$ cat src/rtl/cpu_run_ctrl.sv
// ---------------------------------------------------------------------------
// cpu_run_ctrl
//
// Run/step/breakpoint controller producing the CPU enable strobe. Supports
// HALT, free RUN at a slow or turbo rate, single STEP, and an automatic stop
// (BREAK) when the instruction pointer matches a breakpoint address on a tick.
//
// Ports:
//   clk          in   system clock
//   reset        in   synchronous reset, active-high
//   run_req      in   1-cycle pulse: start/resume free run
//   step_req     in   1-cycle pulse: issue exactly one enable
//   halt_req     in   1-cycle pulse: stop running
//   turbo        in   level: 1 selects TURBO_CNT, 0 selects SLOW_CNT
//   bp_en        in   breakpoint enable (level)
//   bp_addr[7:0] in   breakpoint instruction address
//   ip[7:0]      in   current CPU instruction pointer
//   enable       out  CPU enable strobe, one cycle wide, registered
//   state[1:0]   out  00 HALT, 01 RUN, 10 STEP, 11 BREAK
//   bp_hit       out  high while in BREAK
//   enable_count out  enables issued since reset (wraps)
// ---------------------------------------------------------------------------
module cpu_run_ctrl #(
    parameter int SLOW_CNT  = 10_000_000,
    parameter int TURBO_CNT = 1_000_000,
    parameter int CNT_W     = 24
) (
    input  logic        clk,
    input  logic        reset,
    input  logic        run_req,
    input  logic        step_req,
    input  logic        halt_req,
    input  logic        turbo,
    input  logic        bp_en,
    input  logic [7:0]  bp_addr,
    input  logic [7:0]  ip,
    output logic        enable,
    output logic [1:0]  state,
    output logic        bp_hit,
    output logic [15:0] enable_count
);

    typedef enum logic [1:0] {
        ST_HALT  = 2'b00,
        ST_RUN   = 2'b01,
        ST_STEP  = 2'b10,
        ST_BREAK = 2'b11
    } state_t;

    localparam logic [CNT_W-1:0] SLOW_M1  = CNT_W'(SLOW_CNT - 1);
    localparam logic [CNT_W-1:0] TURBO_M1 = CNT_W'(TURBO_CNT - 1);

    state_t           cur_state, nxt_state;
    logic [CNT_W-1:0] cnt, cnt_nxt;
    logic             skip, skip_nxt;
    logic             fire;
    logic [CNT_W-1:0] period_m1;
    logic             tick;
    logic             bp_match;

    // Period is re-evaluated every cycle; ">=" makes a mid-run switch to a
    // shorter period tick immediately when the counter is already past it.
    assign period_m1 = turbo ? TURBO_M1 : SLOW_M1;
    assign tick      = (cnt >= period_m1);
    assign bp_match  = bp_en && (ip == bp_addr) && !skip;

    always_comb begin
        // NOTE: every signal written here gets a default first, so no path
        // leaves it unassigned and no latch is inferred.
        nxt_state = cur_state;
        cnt_nxt   = cnt;
        skip_nxt  = skip;
        fire      = 1'b0;

        unique case (cur_state)
            ST_HALT: begin
                // A coincident halt_req outranks step/run and does nothing here.
                if (halt_req) begin
                    nxt_state = ST_HALT;
                end else if (step_req) begin
                    nxt_state = ST_STEP;
                end else if (run_req) begin
                    nxt_state = ST_RUN;
                    cnt_nxt   = '0;
                end
            end
            ST_RUN: begin
                if (halt_req) begin
                    // Any enable due on this cycle is dropped.
                    nxt_state = ST_HALT;
                    cnt_nxt   = '0;
                    skip_nxt  = 1'b0;
                end else if (tick) begin
                    cnt_nxt = '0;
                    if (bp_match) begin
                        nxt_state = ST_BREAK;
                    end else begin
                        fire     = 1'b1;
                        skip_nxt = 1'b0;
                    end
                end else begin
                    cnt_nxt = cnt + CNT_W'(1);
                end
            end
            ST_STEP: begin
                nxt_state = ST_HALT;
                skip_nxt  = 1'b0;
            end
            ST_BREAK: begin
                if (halt_req) begin
                    nxt_state = ST_HALT;
                    skip_nxt  = 1'b0;
                end else if (step_req) begin
                    nxt_state = ST_STEP;
                end else if (run_req) begin
                    // Skip lets execution move past the breakpoint address.
                    nxt_state = ST_RUN;
                    cnt_nxt   = '0;
                    skip_nxt  = 1'b1;
                end
            end
            default: nxt_state = ST_HALT;
        endcase

        // Entering STEP issues its single enable.
        if (nxt_state == ST_STEP) begin
            fire = 1'b1;
        end
    end

    // NOTE: sequential state uses non-blocking assignments so every register
    // samples the pre-edge values, independent of statement order.
    always_ff @(posedge clk) begin
        if (reset) begin
            cur_state    <= ST_HALT;
            cnt          <= '0;
            skip         <= 1'b0;
            enable       <= 1'b0;
            bp_hit       <= 1'b0;
            enable_count <= '0;
        end else begin
            cur_state <= nxt_state;
            cnt       <= cnt_nxt;
            skip      <= skip_nxt;
            enable    <= fire;
            bp_hit    <= (nxt_state == ST_BREAK);
            if (fire) begin
                enable_count <= enable_count + 16'd1;
            end
        end
    end

    assign state = cur_state;

endmodule
$ cat config.mk
export PLATFORM = sky130hd
export DESIGN_NAME = cpu_run_ctrl
export DESIGN_NICKNAME = d
export VERILOG_FILES = /design/src/rtl/cpu_run_ctrl.sv
export SDC_FILE = /design/constraint.sdc
export NUM_CORES = 1
export LEC_CHECK = 0
export CAP_MARGIN = 40
export CORE_MARGIN = 2
export CORE_UTILIZATION = 45
export CTS_CLUSTER_SIZE = 20
export DETAILED_ROUTE_END_ITERATION = 10
export PLACE_DENSITY = 0.69
export SETUP_SLACK_MARGIN = 0.3
export SKIP_LAST_GASP = 1
export SYNTH_ARGS = -nofsm -noshare
export SYNTH_HDL_FRONTEND = slang
export SYNTH_SLANG_ARGS = --single-unit
$ cat constraint.sdc
create_clock -name clk -period 3.6 [get_ports clk]
set_input_delay 0.72 -clock clk [delete_from_list [all_inputs] [get_ports clk]]
set_output_delay 0.72 -clock clk [all_outputs]
set_load 0.005 [all_outputs]
**After elaboration in Yosys (flattened, before gate mapping)**

Cells that the tools add are included.

- Bits in registers: 45
- Input port bits: 23
- Output and inout bits: 20

- Add/sub/neg operators: 2
- Magnitude comparators: 1
- Equal/unequal tests: 13
- Mux-type cells: 26
- Reduce and logical (&&, ||, !) cells: 9

Operators by type and width:

| cell | number |
|---|---|
| 24-bit 2-to-1 mux | 6 |
| 24-bit case mux with 2 select lines | 1 |
| 24-bit by 1-bit adder with 24-bit output (second input constant) | 1 |
| 24-bit >= comparator | 1 |
| 16-bit by 1-bit adder with 16-bit output (second input constant) | 1 |
| 2-bit 2-to-1 mux | 6 |
| 3-bit != test (second input constant) | 4 |
| 1-bit 2-to-1 mux | 11 |
| 2-bit equality test (second input constant) | 4 |
| 8-bit equality test | 1 |
| 2-bit case mux with 3 select lines | 1 |
| 5-bit AND reduction | 1 |
| 2-bit != test (second input constant) | 2 |
| 4-bit AND reduction | 1 |
| 1-bit case mux with 3 select lines | 1 |
| 3-bit nonzero test | 1 |
| 2-bit by 1-bit equality test with 1-bit output (second input constant) | 1 |
| 1-bit logical AND | 2 |
| 2-bit logical NOT | 1 |
| 2-bit by 1-bit != test with 1-bit output (second input constant) | 1 |
| 2-bit nonzero test | 1 |
| 2-bit OR reduction | 1 |
| 1-bit logical NOT | 1 |

**Logic depth before layout (Yosys ltp)**

Gate-level depths: netlist of the first run.

- Depth after elaboration: 9
- Depth in mapped cells: 11

**Worst setup path before layout of the first run**

No wires, ideal clock.

- Path type: input to register
- From: input turbo
- To: register enable_count[8]
- Arrival: 2.805 ns
- Slack: 0.725 ns
- Stages on the path: 10
- Cell sequence: inv_1 > ha_1 > o21ai_0 > nor2_1 > o31ai_2 > a211oi_2 > or2_1 > buf_2 > or4_1 > a21oi_1

- Cells in the longest elaborated chain, start to end: 7
- Elaborated cells between the ends (all ways): 10

RTL lines:

| item | RTL line | RTL |
|---|---|---|
| from (decl) | 33 | `input logic turbo,` |
| 24-bit 2-to-1 mux (*) | 63 | `assign period_m1 = turbo ? TURBO_M1 : SLOW_M1;` |
| 24-bit >= comparator (*) | 64 | `assign tick = (cnt >= period_m1);` |
| 2-bit 2-to-1 mux | 93 | `end else if (tick) begin` |
| 2-bit 2-to-1 mux | 88 | `if (halt_req) begin` |
| 2-bit case mux with 3 select lines | 75 | `unique case (cur_state)` |
| 2-bit equality test | 126 | `if (nxt_state == ST_STEP) begin` |
| 1-bit 2-to-1 mux (*) | 126 |  |
| to (signal assigned) | 148 | `enable_count <= enable_count + 16'd1;` |
| to (decl) | 40 | `output logic [15:0] enable_count` |

Every way passes the cells marked *; elsewhere a longest branch is shown, timed or not.
A chain may end at the register's enable or synchronous reset.

**Worst setup path in the final report of the first run**

- From: input turbo
- To: register enable_count[10]

The elaborated chain is that of the path after synthesis.

==> results of run 1 <==
-- what timing repair did --
item,4_1_cts,5_1_grt
gates cloned,0,0
endpoints found under the setup margin,1,8
pin swaps,0,6
resized for setup,1,11
setup buffers,0,7
-- cells by family (layout without fill, tap and decap cells) --
logic type,Yosys count,after routing
compound gates,67,67
xor+xnor,20,20
fa+ha+maj,15,15
buf+inv,16,79
flops,45,45
mux,3,3
simple gates,154,154
-- critical path, cell delays in order --
cell            delay [ns]
dlymetal6s2s_1        0.15
buf_4                 0.16
ha_1                  0.32
a311oi_2              0.28
nor2_2                0.09
o31ai_4               0.29
a211oi_2              0.12
or2_4                 0.30
clkbuf_4              0.18
buf_4                 0.15
o31ai_2               0.23
a21oi_1               0.09
-- metrics by stage --
step | cell area (sq um) | util [%] | hold WS [ns] | setup WS (ns) | cells
floorplan | 2660 | - | 0.455 | 0.725 | 320
global placement | 3230 | 57.7 | 0.485 | 0.0700 | 440
detailed placement | 3230 | 57.7 | 0.489 | 0.00204 | 440
CTS | 3350 | 59.8 | 0.501 | 0.387 | 448
global route | 3450 | 61.5 | 0.528 | 0.544 | 455
finish | 3450 | 61.5 | 0.503 | 0.688 | 455
-- routing by layer --
metal / up-vias / wire, microns / part of all wire, %
met2: 55 / 3170 / 47
li1: 1298 / - / -
met1: 1223 / 3150 / 47
met3: 9 / 299 / 4.5
met5: - / 0 / 0
met4: 0 / 83 / 1.2
-- area by class of cell --
cell class                 count  area share (%)
clock buffer                   7            2.50
clock inverter                 1           0.870
inverter                       7           0.761
multi-input combinational    259            50.1
sequential                    45            26.1
tap                           72            2.61
timing repair buffer          64            17.0
-- power breakdown --
| group | leakage (nW) | switching, mW | internal (mW) |
|---|---|---|---|
| clock | 0.0585 | 0.180 | 0.227 |
| combinational | 0.808 | 0.0533 | 0.0570 |
| sequential | 0.363 | 0.00410 | 0.501 |
| total | 1.23 | 0.238 | 0.784 |
-- synth_stat cells, drive strengths merged (7+ instances only) --
| master | count | area (sq um) |
|---|---|---|
| nor3 | 14 | 70.1 |
| inv | 7 | 26.3 |
| a21oi | 23 | 115 |
| xnor2 | 7 | 61.3 |
| nand2 | 18 | 67.6 |
| dfxtp | 45 | 901 |
| nand4 | 7 | 43.8 |
| or3 | 8 | 50.1 |
| o21ai | 12 | 60.1 |
| nand2b | 7 | 43.8 |
| nand3 | 21 | 105 |
| xor2 | 13 | 114 |
| nor2 | 49 | 186 |
| ha | 15 | 188 |
-- sequential cells by signal (all words and copies together) (netlist names) --
signal and cells:
enable_count 16, bp_hit 1, state 2, cnt 24, skip 1, enable 1
-- final timing paths --
kind,to,slack [ns],depth (start not counted)
max,enable_count[10]$_SDFFE_PP0P_,0.69,12
min,enable_count[15]$_SDFFE_PP0P_,0.50,2
max reg2reg,enable_count[10]$_SDFFE_PP0P_,0.98,10
min reg2reg,enable_count[15]$_SDFFE_PP0P_,0.50,2
==> metrics.md, run 1 <==
| Metric | Value |
|---|---|
| Synth-to-layout area growth | 30.0% |
| Critical path origin | turbo |
| Met1 Use GR | 29.5% |
| Pin count of the biggest net entering global routing | 33 |
| Die X | 80.8 microns |
| Fin crit share | 80.9% |
| Clock slew at reported path FFs | 0.08 ns |
| Multiplexer area fraction after synthesis | 1.18% |
| Gate Count Post-Synth | 320 |
| Most common cell after layout, fill and taps aside | nor2_1 |
| Starting density of the core | 47.3% |
| Status | finished clean |
| Core area | 0.00561 sq mm |
| Diode count | 0 |
| Setup TNS Final | 0 ns |
| Detailed Route WL | 6.70 mm |
| # IOs | 43 |
| Vias in the first global route | 2403 |
| Reg-to-reg startpoint | cnt[10]$_SDFFE_PP0P_ |
| Maxcap violations | 0 |
| GR Util met3 | 4.22% |
| Sequential share of the synthesized area | 33.9% |
| Asr flop ratio synth | 0% |
| Slew headroom | 64.1% |
| Ratio of cells with drive above 1 in the final layout | 12.8% |
| Worst-margin pin slew | 0.533 ns |
| Compound-Gate Fraction of Synth Area | 17.6% |
| Most frequent cells in the layout | nor2_1, dfxtp_1, clkdlybuf4s50_1 |
| Hold_buf cts | 0 |
| CP endpoint kind | register |
| Die ar. | 0.00653 sq mm |
| Final Setup Violations | 0 |
| CTS buffer count | 5 |
| Area occupied by registers | 901 sq um |
| Clk_lat worst skew | 0.31 ns |
| Simple-Gate Fraction of Synth Area | 31.0% |
| Detail Route Antenna Nets | 0 |
| H-tree Lvls | 2 |
| Final hold violations | 0 |
| DP HPWL | 4.64 mm |
| Grt peak-use layer | met2 |
| Crit-path max FO | 7 |
| Total number of vias | 2585 |
| GR Overflow Total | 0 |
| Crit path kind | in2reg |
| Number of synthesized flops with an enable pin | 0 |
| M2 GR Usage | 34.1% |
| Area of the multi-input gates | 0.00173 sq mm |
| Post-synthesis xor/xnor area fraction | 6.60% |
| Pwr dens | 296 mW/mm^2 |
| Synth warn | 0 |
| Area share of fa/ha/maj cells after synthesis | 7.07% |
| DRT Pass-1 Iters | 4 |
| First-pass GRT wire length | 11.3 mm |
| Worst clock skew | 0.00627 ns |
| Final net count | 420 |
| Fmax | 343 MHz |
| Row Count | 27 |
| Seq cells post-synth | 45 |
| Drt initial violations | 119 |
| Die Ht | 80.8 microns |
| All-layer global routing usage | 21.5% |
| CP arrival | 3.09 ns |
| Syn avg cell area | 8.30 sq um |
| Worst setup SP type | input port |
| Root Buffer | clkbuf_8 |
| WP data required | 3.78 ns |
| Total Power | 1.02 mW |
| Mapped Nets | 358 |
| Syn Std Cell Area | 0.00266 sq mm |
| Count of cell types in the netlist | 50 |
| Drt via density | 5.68 |
| TritonCTS clock tree | built |
| Buffers on Ports | 42 |
| Unrepaired setup endpoints after global routing | no |
| HP Class | reg2reg |
| Tmin final | 2.91 ns |
| Static Leakage | 1.23 nW |
| DR DRC count | 0 |
| Max rail drop VDD | 266 uV |
| Hold_sp | enable_count[15]$_SDFFE_PP0P_ |
| Slew Viols, Final | 0 |
| Initial antenna violation count | 0 |
| Largest family of logic cells by synthesized area | simple AND/OR/NAND/NOR gates |
| Routability congestion estimate | 0.815 |
| Max clock buf depth | 2 |
| Routed len/inst | 14.7 microns |
| Primary FF master, synth | dfxtp_1 |
| # clock sinks | 45 |
| Filler Cell Count | 516 |
No activity file was read; power rests on OpenSTA's default activity.
==> run 2: changes to the inputs <==
clock period = 3.03 ns   (was 3.6 ns; I/O delays follow)
==> run 2 against run 1 <==
Core utilization grew 2.4 points. Clock skew is 0.0025 ns lower. Final cell count grew 0.88%. Non-clock buffer count increased by 4. Wire length down 0.28%. Hold slack worse by 0.0016 ns. Via count rose by 1.0%. Critical path depth down 1. Global-route usage rose by 0.65 points. Sequential cell count unchanged. Critical endpoint is now enable_count[8]$_SDFFE_PP0P_. Largest cell class unchanged. Largest power group unchanged.
==> metrics.md, run 2 (synthesis results as in run 1) <==
| Metric | Value |
|---|---|
| R2R setup slack | 0.46 ns |
| Pin count of the biggest net entering global routing | 17 |
| Biggest register | cnt |
| Pwr dens | 312 mW/mm^2 |
| Final Setup Violations | 0 |
| # clock sinks | 45 |
| TritonCTS clock tree | built |
| Critical path depth | 11 |
| Hold EP | enable_count[9]$_SDFFE_PP0P_ |
| HP Class | reg2reg |
| Most common cell after layout, fill and taps aside | nor2_1 |
| Row Count | 27 |
| Slowest stage delay, CP | 0.52 ns |
| Root Buffer | clkbuf_8 |
| Hold path depth | 2 |
| Routability congestion estimate | 0.832 |
| CP endpoint kind | register |
| Worst clock skew | 0.00381 ns |
| Worst path slowest cell | or4_4 |
| Total number of vias | 2611 |
| Slew Viols, Final | 0 |
| Hold_sp | enable_count[9]$_SDFFE_PP0P_ |
| Crit path max-delay family | simple AND/OR/NAND/NOR gates |
| Drt initial violations | 182 |
| RR Endpoint | enable_count[8]$_SDFFE_PP0P_ |
| Clk_lat worst skew | 0.30 ns |
| Detailed Route WL | 6.68 mm |
| Status | finished clean |
| Clock slew at reported path FFs | 0.08 ns |
| Max reg flops | 24 |
| Buffers on Ports | 42 |
| # IOs | 43 |
| Crit-path max FO | 5 |
| Max rail drop VDD | 251 uV |
| Crit path kind | in2reg |
| All-layer global routing usage | 22.1% |
| Number of buffers and inverters on the critical path | 3 |
| Design area | 0.00359 sq mm |
| Area occupied by registers | 901 sq um |
| Vias in the first global route | 2482 |
| Slew headroom | 59.4% |
| Tmin final | 2.68 ns |
| CTS buffer count | 5 |
| Worst-margin pin slew | 0.608 ns |
| Drt via density | 5.69 |
| Critical path cell sequence | buf_8 > buf_8 > ha_1 > nand4b_4 > nor2_1 > o31ai_2 > a211oi_2 > or2_4 > buf_12 > or4_4 > a21oi_4 |
| Worst path most repeated cell | buf_8 |
| GR Overflow Total | 0 |
| Synth-to-layout area growth | 35.1% |
| Final net count | 424 |
| Maxcap violations | 0 |
| WP data required | 3.27 ns |
| DRT Pass-1 Iters | 5 |
| Post-DP Area | 0.00331 sq mm |
| Final hold violations | 0 |
| Filler Cell Count | 499 |
| Ratio of cells with drive above 1 in the final layout | 16.8% |
| DP HPWL | 4.71 mm |
| Max clock buf depth | 2 |
| Diode count | 0 |
| Detail Route Antenna Nets | 0 |
| Core area | 0.00561 sq mm |
| Die ar. | 0.00653 sq mm |
| Area of the multi-input gates | 0.00182 sq mm |
| Fmax | 373 MHz |
| Die Ht | 80.8 microns |
| DR DRC count | 0 |
| Unrepaired setup endpoints after global routing | yes |
| Die X | 80.8 microns |
| Setup TNS Final | 0 ns |
| Static Leakage | 1.25 nW |
| Routed len/inst | 14.6 microns |
| Most frequent cells in the layout | nor2_1, dfxtp_1, clkdlybuf4s50_1 |
| Worst setup SP type | input port |
| Fin crit share | 88.4% |
| Reg-to-reg startpoint | cnt[10]$_SDFFE_PP0P_ |
| First-pass GRT wire length | 11.4 mm |
| H-tree Lvls | 2 |
| Starting density of the core | 47.3% |
| CP arrival | 2.92 ns |
| Reg2Reg Depth | 9 |
| Initial antenna violation count | 0 |
==> run 2: cell count changes in the layout (fill, tap and decap cells not counted), sizes merged <==
| cell | delta |
|---|---|
| buf | +6 |
| dlymetal6s2s | -1 |
| bufinv | -1 |
==> run 2: power by group <==
part,total (mW),internal (mW),switching [mW]
registers,0.599,0.595,0.00439
clock network,0.367,0.164,0.203
logic,0.155,0.0860,0.0686
==> run 2: area by class of cell <==
class / count / area share, %
multi-input cells: 259 / 50.6
flip-flops and latches: 45 / 25.1
repair buffers: 68 / 18.8
well taps: 72 / 2.51
clock buffers: 8 / 2.23
inverters: 7 / 0.732
==> run 2: per-stage QoR <==
stage	instances	power, mW	worst slack, ns	utilization (%)	hold WS (ns)
6_report	459	1.12	0.351	64.0	0.501
5_1_grt	459	1.17	0.291	64.0	0.523
4_1_cts	459	1.13	0.293	62.7	0.500
3_5_place_dp	445	0.747	-0.509	59.0	0.486
3_3_place_gp	445	0.745	-0.406	59.0	0.474
2_1_floorplan	320	0.677	0.300	-	0.455
==> run 2: worst max-delay path by stage <==
stage | from | to | slack, ns
3_3_place_gp | turbo | enable_count[10]$_SDFFE_PP0P_ | -0.41
5_1_grt | turbo | enable_count[6]$_SDFFE_PP0P_ | 0.29
6_report | turbo | enable_count[8]$_SDFFE_PP0P_ | 0.35
2_1_floorplan | turbo | enable_count[10]$_SDFFE_PP0P_ | 0.30
3_5_place_dp | turbo | enable_count[8]$_SDFFE_PP0P_ | -0.51
4_1_cts | turbo | enable_count[8]$_SDFFE_PP0P_ | 0.29
==> run 2: worst register-to-register path, stage by stage (launching register included) <==
cell	delay (ns)
dfxtp_1	0.38
ha_4	0.21
a311oi_1	0.26
nor2_1	0.12
o31ai_2	0.32
a211oi_2	0.13
or2_4	0.30
buf_12	0.14
or4_4	0.52
a21oi_4	0.13
==> run 2: repair_timing <==
item / CTS / global route
hold buffers: 0 / 0
endpoints found under the setup margin: 43 / 13
pin swaps: 17 / 11
buffers inserted: 5 / 0
resized for setup: 19 / 14
gates cloned: 1 / 0
==> run 2: per-layer routing <==
metal | up-vias | global-route usage, % | part of all wire, %
met5 | - | 0 | 0
met4 | 0 | 7.63 | 0.99
met3 | 7 | 3.11 | 2.9
met2 | 43 | 37.9 | 49
met1 | 1256 | 28.5 | 47
li1 | 1305 | - | -
==> run 3: changes to the inputs <==
CORE_UTILIZATION = 25   (was 45)
PLACE_DENSITY = default   (was 0.69)
==> run 3 against run 2 <==
Final cell count increased by 15%. Cell area increased by 2.4%. Sequential share of layout area decreased by 0.58 points. Sequential cell count unchanged. Register-to-register slack got worse by 0.04 ns. Largest power group unchanged.
==> metrics.md, run 3 (synthesis results as in run 1) <==
| Metric | Value |
|---|---|
| Routed len/inst | 12.8 microns |
| CTS buffer count | 5 |
| Synth-to-layout area growth | 38.3% |
| Worst clock skew | 0.00305 ns |
| Die ar. | 0.0115 sq mm |
| Number of buffers and inverters on the critical path | 3 |
| Clk_lat worst skew | 0.29 ns |
| Most frequent cells in the layout | nor2_1, dfxtp_1, clkdlybuf4s50_1 |
| Pwr dens | 303 mW/mm^2 |
| Tmin final | 2.66 ns |
| DRT Pass-1 Iters | 4 |
| Routability congestion estimate | 0.839 |
| Critical path cell sequence | buf_6 > buf_8 > ha_4 > a311oi_2 > nor2_2 > o31ai_4 > a211oi_2 > or2_1 > buf_12 > or4_1 > a21oi_2 |
| First-pass GRT wire length | 11.1 mm |
| Diode count | 0 |
| Row Count | 37 |
| CP arrival | 2.89 ns |
| Pin count of the biggest net entering global routing | 17 |
| Worst-margin pin slew | 0.485 ns |
| Initial antenna violation count | 0 |
| Worst setup SP type | input port |
| Maxcap violations | 0 |
| Clock slew at reported path FFs | 0.08 ns |
| Max rail drop VDD | 163 uV |
| Total number of vias | 2617 |
| Crit-path max FO | 8 |
| Fin crit share | 87.9% |
| Grt peak-use layer | met2 |
| Final Setup Violations | 0 |
| Drt initial violations | 74 |
| DP HPWL | 4.95 mm |
| Starting density of the core | 25.7% |
| HP Class | reg2reg |
| Unrepaired setup endpoints after global routing | yes |
| Max clock buf depth | 2 |
| Static Leakage | 1.25 nW |
| Ratio of cells with drive above 1 in the final layout | 16.6% |
| Crit path kind | in2reg |
| Final net count | 428 |
| M2 GR Usage | 20.2% |
| Most common cell after layout, fill and taps aside | nor2_1 |
| DR DRC count | 0 |
| Core area | 0.0103 sq mm |
| CP endpoint kind | register |
| Max reg flops | 24 |
| GR Overflow Total | 0 |
| Slowest stage delay, CP | 0.52 ns |
| Slew Viols, Final | 0 |
| Vias in the first global route | 2405 |
| Detailed Route WL | 6.73 mm |
| Root Buffer | clkbuf_8 |
| Worst path slowest cell | or4_1 |
| Total Power | 1.11 mW |
| Slew headroom | 67.4% |
| Buffers on Ports | 42 |
| Hold_buf cts | 0 |
| Met1 Use GR | 15.2% |
| WP data required | 3.25 ns |
| # clock sinks | 45 |
| Post-layout util | 35.6% |
| # IOs | 43 |
| H-tree Lvls | 2 |
| Final hold violations | 0 |
| Fmax | 375 MHz |
| Detail Route Antenna Nets | 0 |
| Status | finished clean |
| Biggest register | cnt |
| All-layer global routing usage | 11.7% |
| Die Ht | 107 microns |
| Drt via density | 4.97 |
| TritonCTS clock tree | built |
| Crit path max-delay family | simple AND/OR/NAND/NOR gates |
| GR Util met3 | 1.76% |
| Die X | 107 microns |
run 3: changes by cell type in the layout (fill, tap and decap cells not counted), sizes merged:
cell,previous run,this run
buf,27,31
run 3: cell type report:
class	count	area (sq um)
multi-input combinational	259	1820
clock buffer	8	80.1
fill	1057	6650
inverter	7	26.3
tap	136	170
sequential	45	901
timing repair buffer	72	678
run 3: per-layer routing:
metal | wire length, microns | vias up | share of wire [%]
met2 | 3220 | 64 | 48
li1 | - | 1317 | -
met4 | 63 | 0 | 0.94
met3 | 272 | 5 | 4.0
met5 | 0 | - | 0
met1 | 3170 | 1231 | 47
run 3: worst min-delay path: stages (launching register included):
cell     delay [ns]
dfxtp_1        0.32
o21ai_0        0.07
a21oi_1        0.06
run 3: final timing paths:
| check | start | end | slack [ns] | cells past startpoint |
|---|---|---|---|---|
| max | turbo | enable_count[10]$_SDFFE_PP0P_ | 0.37 | 11 |
| min | enable_count[15]$_SDFFE_PP0P_ | enable_count[15]$_SDFFE_PP0P_ | 0.49 | 2 |
| max reg2reg | cnt[10]$_SDFFE_PP0P_ | enable_count[10]$_SDFFE_PP0P_ | 0.42 | 9 |
| min reg2reg | enable_count[15]$_SDFFE_PP0P_ | enable_count[15]$_SDFFE_PP0P_ | 0.49 | 2 |
run 3: metrics by stage:
step                setup TNS, ns  setup WS (ns)  cell area, sq um  instances  hold WS, ns
floorplan                       0          0.300              2670        320        0.455
global placement            -4.08         -0.298              3390        511        0.476
detailed placement          -5.78         -0.373              3390        511        0.480
CTS                             0          0.316              3570        527        0.493
global route                    0          0.264              3670        527        0.530
finish                          0          0.367              3670        527        0.493
run 3: what timing repair did:
action / 4_1_cts / 5_1_grt
pin swaps: 8 / 12
buffers inserted: 8 / 0
gates cloned: 0 / 0
endpoints found under the setup margin: 39 / 15
gates resized for setup: 14 / 18
run 3: power by group:
group | total [mW] | internal (mW) | switching (mW)
Combinational | 0.149 | 0.0820 | 0.0670
Sequential | 0.600 | 0.595 | 0.00481
Clock | 0.363 | 0.164 | 0.199
Total | 1.11 | 0.841 | 0.271
